`src/rtl/wb_bus_arbiter.sv`:
```
// Round-robin writeback arbiter: five EX unit results, each with its own FIFO,
// share one registered common-data-bus broadcast. Stall is asserted when a FIFO is full.
module wb_bus_arbiter #(
   parameter int                NUM_SRC     = 5,
   parameter int                COMMON_W    = 32,
   parameter int                TAG_W       = 5,
   parameter logic [TAG_W-1:0]  TAG_INVALID = '0,
   parameter int                DEPTH       = 2,
   parameter int                SRC_W       = $clog2(NUM_SRC)
) (
   input  logic                         clk,
   input  logic                         rst,
   input  logic                         flush,
   input  logic [NUM_SRC*TAG_W-1:0]     src_target,
   input  logic [NUM_SRC*COMMON_W-1:0]  src_result,
   output logic [NUM_SRC-1:0]           src_stall,
   output logic [TAG_W-1:0]             cdb_target,
   output logic [COMMON_W-1:0]          cdb_result,
   output logic [SRC_W-1:0]             cdb_src
);

   localparam int               PTR_W    = (DEPTH > 1) ? $clog2(DEPTH) : 1;
   localparam int               CNT_W    = $clog2(DEPTH) + 1;
   localparam logic [PTR_W-1:0] PTR_LAST = PTR_W'(DEPTH - 1);
   localparam logic [CNT_W-1:0] CNT_FULL = CNT_W'(DEPTH);
   localparam logic [SRC_W-1:0] SRC_LAST = SRC_W'(NUM_SRC - 1);

   logic [TAG_W-1:0]    mem_tag [NUM_SRC][DEPTH];
   logic [COMMON_W-1:0] mem_res [NUM_SRC][DEPTH];
   logic [PTR_W-1:0]    rd_ptr  [NUM_SRC];
   logic [PTR_W-1:0]    wr_ptr  [NUM_SRC];
   logic [CNT_W-1:0]    count   [NUM_SRC];
   logic [SRC_W-1:0]    rr;
   logic [NUM_SRC-1:0]  push;
   logic [NUM_SRC-1:0]  pop;
   logic                grant_vld;
   logic [SRC_W-1:0]    grant_idx;

   // Stall comes from the registered count only, so a same-cycle pop cannot release it.
   always_comb begin
      src_stall = '0;
      push      = '0;
      for (int i = 0; i < NUM_SRC; i++) begin
         src_stall[i] = (count[i] == CNT_FULL);
         push[i]      = (src_target[i*TAG_W +: TAG_W] != TAG_INVALID) && !src_stall[i] && !flush;
      end
   end

   always_comb begin : grant_scan
      int idx;
      grant_vld = 1'b0;
      grant_idx = '0;
      idx       = 0;
      for (int k = 0; k < NUM_SRC; k++) begin
         idx = int'(rr) + k;
         if (idx >= NUM_SRC) idx = idx - NUM_SRC;
         if (!grant_vld && count[idx] != '0) begin
            grant_vld = 1'b1;
            grant_idx = SRC_W'(idx);
         end
      end
   end

   always_comb begin
      pop = '0;
      for (int i = 0; i < NUM_SRC; i++)
         pop[i] = grant_vld && !flush && (grant_idx == SRC_W'(i));
   end

   always_ff @(posedge clk or posedge rst) begin
      if (rst) begin
         for (int i = 0; i < NUM_SRC; i++) begin
            rd_ptr[i] <= '0;
            wr_ptr[i] <= '0;
            count[i]  <= '0;
         end
      end else if (flush) begin
         for (int i = 0; i < NUM_SRC; i++) begin
            rd_ptr[i] <= '0;
            wr_ptr[i] <= '0;
            count[i]  <= '0;
         end
      end else begin
         for (int i = 0; i < NUM_SRC; i++) begin
            if (push[i]) wr_ptr[i] <= (wr_ptr[i] == PTR_LAST) ? '0 : wr_ptr[i] + 1'b1;
            if (pop[i])  rd_ptr[i] <= (rd_ptr[i] == PTR_LAST) ? '0 : rd_ptr[i] + 1'b1;
            if (push[i] && !pop[i])      count[i] <= count[i] + 1'b1;
            else if (pop[i] && !push[i]) count[i] <= count[i] - 1'b1;
         end
      end
   end

   // Payload storage needs no reset; validity is tracked by the counts.
   always_ff @(posedge clk) begin
      for (int i = 0; i < NUM_SRC; i++) begin
         if (push[i]) begin
            mem_tag[i][wr_ptr[i]] <= src_target[i*TAG_W +: TAG_W];
            mem_res[i][wr_ptr[i]] <= src_result[i*COMMON_W +: COMMON_W];
         end
      end
   end

   always_ff @(posedge clk or posedge rst) begin
      if (rst) begin
         cdb_target <= TAG_INVALID;
         cdb_result <= '0;
         cdb_src    <= '0;
         rr         <= '0;
      end else if (flush) begin
         cdb_target <= TAG_INVALID;
         cdb_result <= '0;
         rr         <= '0;
      end else if (grant_vld) begin
         cdb_target <= mem_tag[grant_idx][rd_ptr[grant_idx]];
         cdb_result <= mem_res[grant_idx][rd_ptr[grant_idx]];
         cdb_src    <= grant_idx;
         rr         <= (grant_idx == SRC_LAST) ? '0 : grant_idx + 1'b1;
      end else begin
         cdb_target <= TAG_INVALID;
         cdb_result <= '0;
      end
   end

endmodule

```
`config.mk`:
```
export PLATFORM = sky130hd
export DESIGN_NAME = wb_bus_arbiter
export DESIGN_NICKNAME = d
export VERILOG_FILES = /design/src/rtl/wb_bus_arbiter.sv
export SDC_FILE = /design/constraint.sdc
export NUM_CORES = 1
export LEC_CHECK = 0
export ABC_AREA = 1
export BUFFER_PORTS_ARGS = -buffer_cell sky130_fd_sc_hd__clkbuf_2
export CORE_MARGIN = 2
export CORE_UTILIZATION = 30
export DETAILED_ROUTE_END_ITERATION = 10
export GPL_ROUTABILITY_DRIVEN = 0
export PLACE_DENSITY = 0.54
export SLEW_MARGIN = 20
export SYNTH_ARGS = -nofsm -noshare
export SYNTH_HDL_FRONTEND = slang
export SYNTH_SLANG_ARGS = --single-unit
```
`constraint.sdc`:
```
create_clock -name clk -period 3.28 [get_ports clk]
set_input_delay 0.328 -clock clk [delete_from_list [all_inputs] [get_ports clk]]
set_output_delay 0.328 -clock clk [all_outputs]
set_load 0.02 [all_outputs]
```
## Word-level counts from Yosys, hierarchy flattened

Memories as Yosys holds them, arrays and structs flattened.
Index checks and enable logic that the tools add are counted.

| cells by class | value |
|---|---|
| equality and inequality tests | 9 |
| muxes and demuxes | 114 |
| $add $sub $neg | 30 |
| reductions and logical operators | 83 |
| bitwise operators | 13 |
| $lt $le $gt $ge | 22 |

Operators with widths:

| operator | count |
|---|---|
| $mux W32 | 15 |
| $mux W64 | 5 |
| $demux W32 S1 | 5 |
| $ge A32 B4 Y1 const B | 5 |
| $not A32 Y32 | 5 |
| $mux W10 | 6 |
| $mux W5 | 12 |
| $mux W2 | 20 |
| $logic_and A1 B1 Y1 | 35 |
| $mux W1 | 32 |
| $reduce_bool A2 Y1 | 16 |
| $bmux W2 S3 | 5 |
| $demux W5 S1 | 5 |
| $reduce_bool A5 Y1 | 5 |
| $mux W3 | 8 |
| $logic_not A1 Y1 | 20 |
| $sub A4 B3 Y5 const B | 4 |
| $ge A4 B3 Y1 const B | 4 |
| $reduce_bool A3 Y1 | 5 |
| $ge A2 B2 Y1 const B | 6 |
| $not A1 Y2 | 6 |
| $add A1 B1 Y1 const B | 10 |
| $add A2 B1 Y2 const B | 5 |
| $eq A2 B2 Y1 const B | 5 |
| 17 further kinds | 27 |

| word-level totals | value |
|---|---|
| word-level logic and storage cells | 292 |
| memories | 2 |
| bits in writable memories | 370 |
| bits of input ports | 188 |
| output and inout bits | 45 |
| bits in registers | 63 |

Memories:

| memory | words | bits a word | rd ports | clocked after memory_dff | wr ports | RTL line | RTL |
|---|---|---|---|---|---|---|---|
| mem_res | 5 | 64 | 1 | 0 | 5 | 29 | `logic [COMMON_W-1:0] mem_res [NUM_SRC][DEPTH];` |
| mem_tag | 5 | 10 | 1 | 0 | 5 | 28 | `logic [TAG_W-1:0] mem_tag [NUM_SRC][DEPTH];` |

## Depth between registers and ports, before layout

| depth | value |
|---|---|
| word-level depth | 30 |
| mapped depth | 30 |
| depth with buffers taken out | 28 |

## Worst setup path after synthesis

OpenSTA, ideal clock, no wires.

| timing path | value |
|---|---|
| path type | register to register |
| from | register rr[1] |
| to | register count[3] in the netlist's numbering |
| cell stages (with the launch flop) | 26 |
| path slack | -362 ps |
| path buffers | 2 |
| arrival | 3,560 ps |
| period minus slack after synthesis | 3,642 ps |
| setup time | 83 ps |
| required time | 3,197 ps |
| cell sequence | dfrtp_1 inv_1 ha_1 inv_1 ha_1 inv_1 nand2_2 nand2_2 nand2_2 o21ai_0 nand3_1 nand3_2 nand3_2 nor2_2 nand3_1 nand2_2 nand2_4 buf_6 buf_6 ha_1 ha_1 a21oi_1 nand2_1 o21ai_0 nand2_1 o22ai_1 |

| on the way | value |
|---|---|
| word-level cells in the longest chain between the ends | 26 |
| elaborated cells between the ends (all ways) | 71 |
| those cells by class | 9 x add/sub; 5 x order compare; 1 x eq/ne; 32 x mux; 5 x bitwise; 19 x reduce/logical |

Ends and longest elaborated chain:

| element | RTL line | RTL |
|---|---|---|
| from (decl) | 33 | `logic [SRC_W-1:0] rr;` |
| from (signal assigned) | 117 | `rr <= (grant_idx == SRC_LAST) ? '0 : grant_idx + 1'b1;` |
| branches (longest 19 deep; another with $sub A4 B3 Y5) | n/a |  |
| $mux W3 * | 57 | `if (!grant_vld && count[idx] != '0) begin` |
| net grant_idx[0] | 37 | `logic [SRC_W-1:0] grant_idx;` |
| $eq A3 B2 Y1 * | 67 | `pop[i] = grant_vld && !flush && (grant_idx == SRC_W'(i));` |
| $logic_and A1 B1 Y1 * | 67 |  |
| $logic_not A1 Y1 | 87 | `if (push[i] && !pop[i]) count[i] <= count[i] + 1'b1;` |
| $logic_and A1 B1 Y1 | 87 |  |
| $mux W2 | 87 |  |
| $mux W10 | 77 | `end else if (flush) begin` |
| to (signal, indexed assignment) | 87 |  |
| to (signal, indexed assignment) | 88 | `else if (pop[i] && !push[i]) count[i] <= count[i] - 1'b1;` |
| to (decl) | 32 | `logic [CNT_W-1:0] count [NUM_SRC];` |

Mark *: on every way through the listed nets, which the timed path passes. The select of a mux whose other input is x is not followed.
A chain may end at the register's enable or synchronous reset.

## Final worst setup path

| timing path | value |
|---|---|
| from | register rr[0] |
| to | register count[3] in the netlist's numbering |

| on the way | value |
|---|---|
| word-level cells in the longest chain between the ends | 26 |
| elaborated cells between the ends (all ways) | 71 |
| those cells by class | 9 x add/sub; 5 x order compare; 1 x eq/ne; 32 x mux; 5 x bitwise; 19 x reduce/logical |

Ends and longest elaborated chain:

| element | RTL line |
|---|---|
| branches (longest 21 deep; another with $sub A4 B3 Y5) | n/a |
| $logic_and A1 B1 Y1 * | 67 |
| $logic_not A1 Y1 | 87 |
| $logic_and A1 B1 Y1 | 87 |
| $mux W2 | 87 |
| $mux W10 | 77 |

Every way passes the cells marked *. The select of a mux whose other input is x is not followed.

==> flow_summary.ini <==
[sta]
drv_slew = 0
max_freq_mhz = 279.1
maxSlewHeadroom_pct = 37.36
grt_setup_unrepaired = true
setup_violations = 54
tightest_slew_ps = 936.7
fin_ws_ps = -302.9
finalCritPeriodShare_pct = 109.2
hold_violations = 0
skew_ps = 21.90
period_minus_slack_ps = 3583

[yosys]
netlist_instances = 1864
synth_top_family_by_area = simple AND/OR/NAND/NOR gates
ys_warn_count = 0
synthAdderAreaFrac_pct = 1.034
seq_area_frac_synth_pct = 65.56
async_reset_ff_share_pct = 14.55
syn_nets = 2068
syn_avg_cell_area_um2 = 10.38
ys_types = 38
synth_seq_cells = 433
synth_area_um2 = 19350
synthFlopType = edfxtp_1
synth_compound_area_share_pct = 1.616
synth_edf_count = 370
synth_xor_xnor_area_share_pct = 0.2715
synth_mux_area_share_pct = 0
synthSimpleGateAreaFrac_pct = 26.87

[clock_network]
worstSkewPairLatency_ps = 590
numCtsBuffers = 47
cts_max_level = 2
cts_root_buf = clkbuf_16
clk_path_buf_depth = 3
cts_tree = yes
clkSinkCount = 433
path_clk_slew_ps = 60

[finish]
final_cell_mix = nand2_1, edfxtp_1, nand3_1
multi_input_area_um2 = 6854
register_area_um2 = 12690
area_delta_synth_final_pct = 47.72
final_util_pct = 44.59
final_nets = 2652
final_cells = 3346
fillers = 5841
drive_above_1_share_pct = 33.12
final_area_um2 = 28590
final_common_cell = nand2_1

[detailed_routing]
wl_um = 69780
firstDrtPassIters = 5
drc = 0
routed_via_density = 4.848
drt_iter0_drc = 1526
drtAntennaViolNets = 0
wl_per_cell_um = 20.86
vias = 16222

[global_routing]
grt_use_total_pct = 18.38
grt_overflow_total = 0
grt_pass1_vias = 15507
grt_pass1_wl_um = 92850
antenna_found_initial = 9
grt_max_degree = 49

[setup_path]
crit_fanout = 6
crit_type = register to register
crit_required_ps = 3750
cp-end-kind = register
arrival_ps = 4050
startpoint_type = register

[place]
dp.cells = 2998
hpwl_um = 41180
dp_slack_ps = -221.8
dpl_cell_area_um2 = 22700
io_buffers = 232

[die]
rows = 93
die_y_um = 258.0
core-area_um2 = 64120
die_w_um = 258.0
start_util_pct = 30.18
ios = 233
die_area_um2 = 66560

[job]
drv_cap = 0

[run_status]
violations = setup timing
outcome = complete, but fails checks

[worst_hold_path]
hold_class = input pin to register
-- routing by layer --
layer / vias to the layer above / GRT usage (%) / routed length, um
met5: - / 0 / 37
met4: 6 / 6.134 / 1976
met1: 7976 / 23.99 / 29270
met3: 115 / 3.112 / 4575
li1: 7535 / - / -
met2: 590 / 31.00 / 33920
-- timing repair --
action | CTS | global route
cloned | 2 | 37
resized for setup | 53 | 248
endpoints found under the hold margin | 415 | 0
setup buffers | 7 | 34
pin swaps | 6 | 75
hold buffers | 177 | 0
setup endpoints to repair | 51 | 57
-- flip-flops by register name, indices dropped and copies added (netlist names) --
signal,flops
cdb_target,5
rd_ptr,5
rr,3
mem_tag,50
mem_res,320
wr_ptr,5
count,10
cdb_result,32
cdb_src,3
-- critical path, stage by stage (launching register included) --
cell and delay (ps):
dfrtp_2 460, inv_4 100, ha_4 120, inv_2 30
ha_4 160, inv_6 70, nand2_8 60, nand2_4 80
nand2_4 70, buf_6 140, a21oi_1 160, nand2_1 130
nand3_4 120, buf_6 110, nand4_1 230, o2111ai_2 180
buf_4 160, a21oi_4 70, buf_6 120, clkbuf_16 160
ha_4 170, a21oi_4 170, nand2_2 100, xor2_1 200
o22ai_2 80
-- worst paths after layout --
path,startpoint,end,depth (start not counted),slack (ps)
min in group asynchronous,rst,cdb_result[29],4,380
max in group asynchronous,rst,cdb_result[6],4,2300
worst min-delay path,src_target[15],mem_tag[3][5],1,40
worst max-delay path,rr[0],count[3],24,-300
worst min register to register,rd_ptr[1],rd_ptr[1],2,510
worst max register to register,rr[0],count[3],24,-300
-- area by class of cell --
type	instances	share of cell area [%]
Sequential cell	433	44.39
Multi-Input combinational cell	1247	23.98
Timing Repair Buffer	628	20.51
Clock buffer	52	4.364
Tap cell	855	3.742
Clock inverter	34	1.703
Inverter	91	1.261
Antenna cell	6	0.05252
-- cell families (layout without fill, tap and decap cells) --
logic type | count (synthesis) | in the layout
and+or+nand+nor | 1171 | 1173
DFF | 433 | 433
buffers and inverters | 186 | 805
AOI/OAI and AO/OA | 52 | 52
adders and majority gates | 16 | 16
xor gates and xnor gates | 6 | 6
other | 0 | 6
-- cell usage after synthesis, drive strengths merged (5+ instances only) --
master  count  area, um2
a21oi       6      45.05
clkbuf     25      93.84
o21ai      37      196.4
nand4      16      100.1
ha         16      200.2
or2        76      475.5
nor2       97      371.6
nand3     365       1857
buf        70      464.2
edfxtp    370      11110
inv        90      337.8
dfrtp      63       1577
xor2        5      43.79
nand2     606       2315
-- stage by stage --
stage               hold WS, ps  TNS [ps]
detailed placement        443.7     -7320
floorplan                 426.9    -8.409
finish                    35.52    -12260
global route              17.57    -24550
global placement          452.8     -4094
CTS                       15.26     -3139
Power is not shown: default switching activity piles up to over one toggle a cycle in this logic, so the estimate is an artifact.
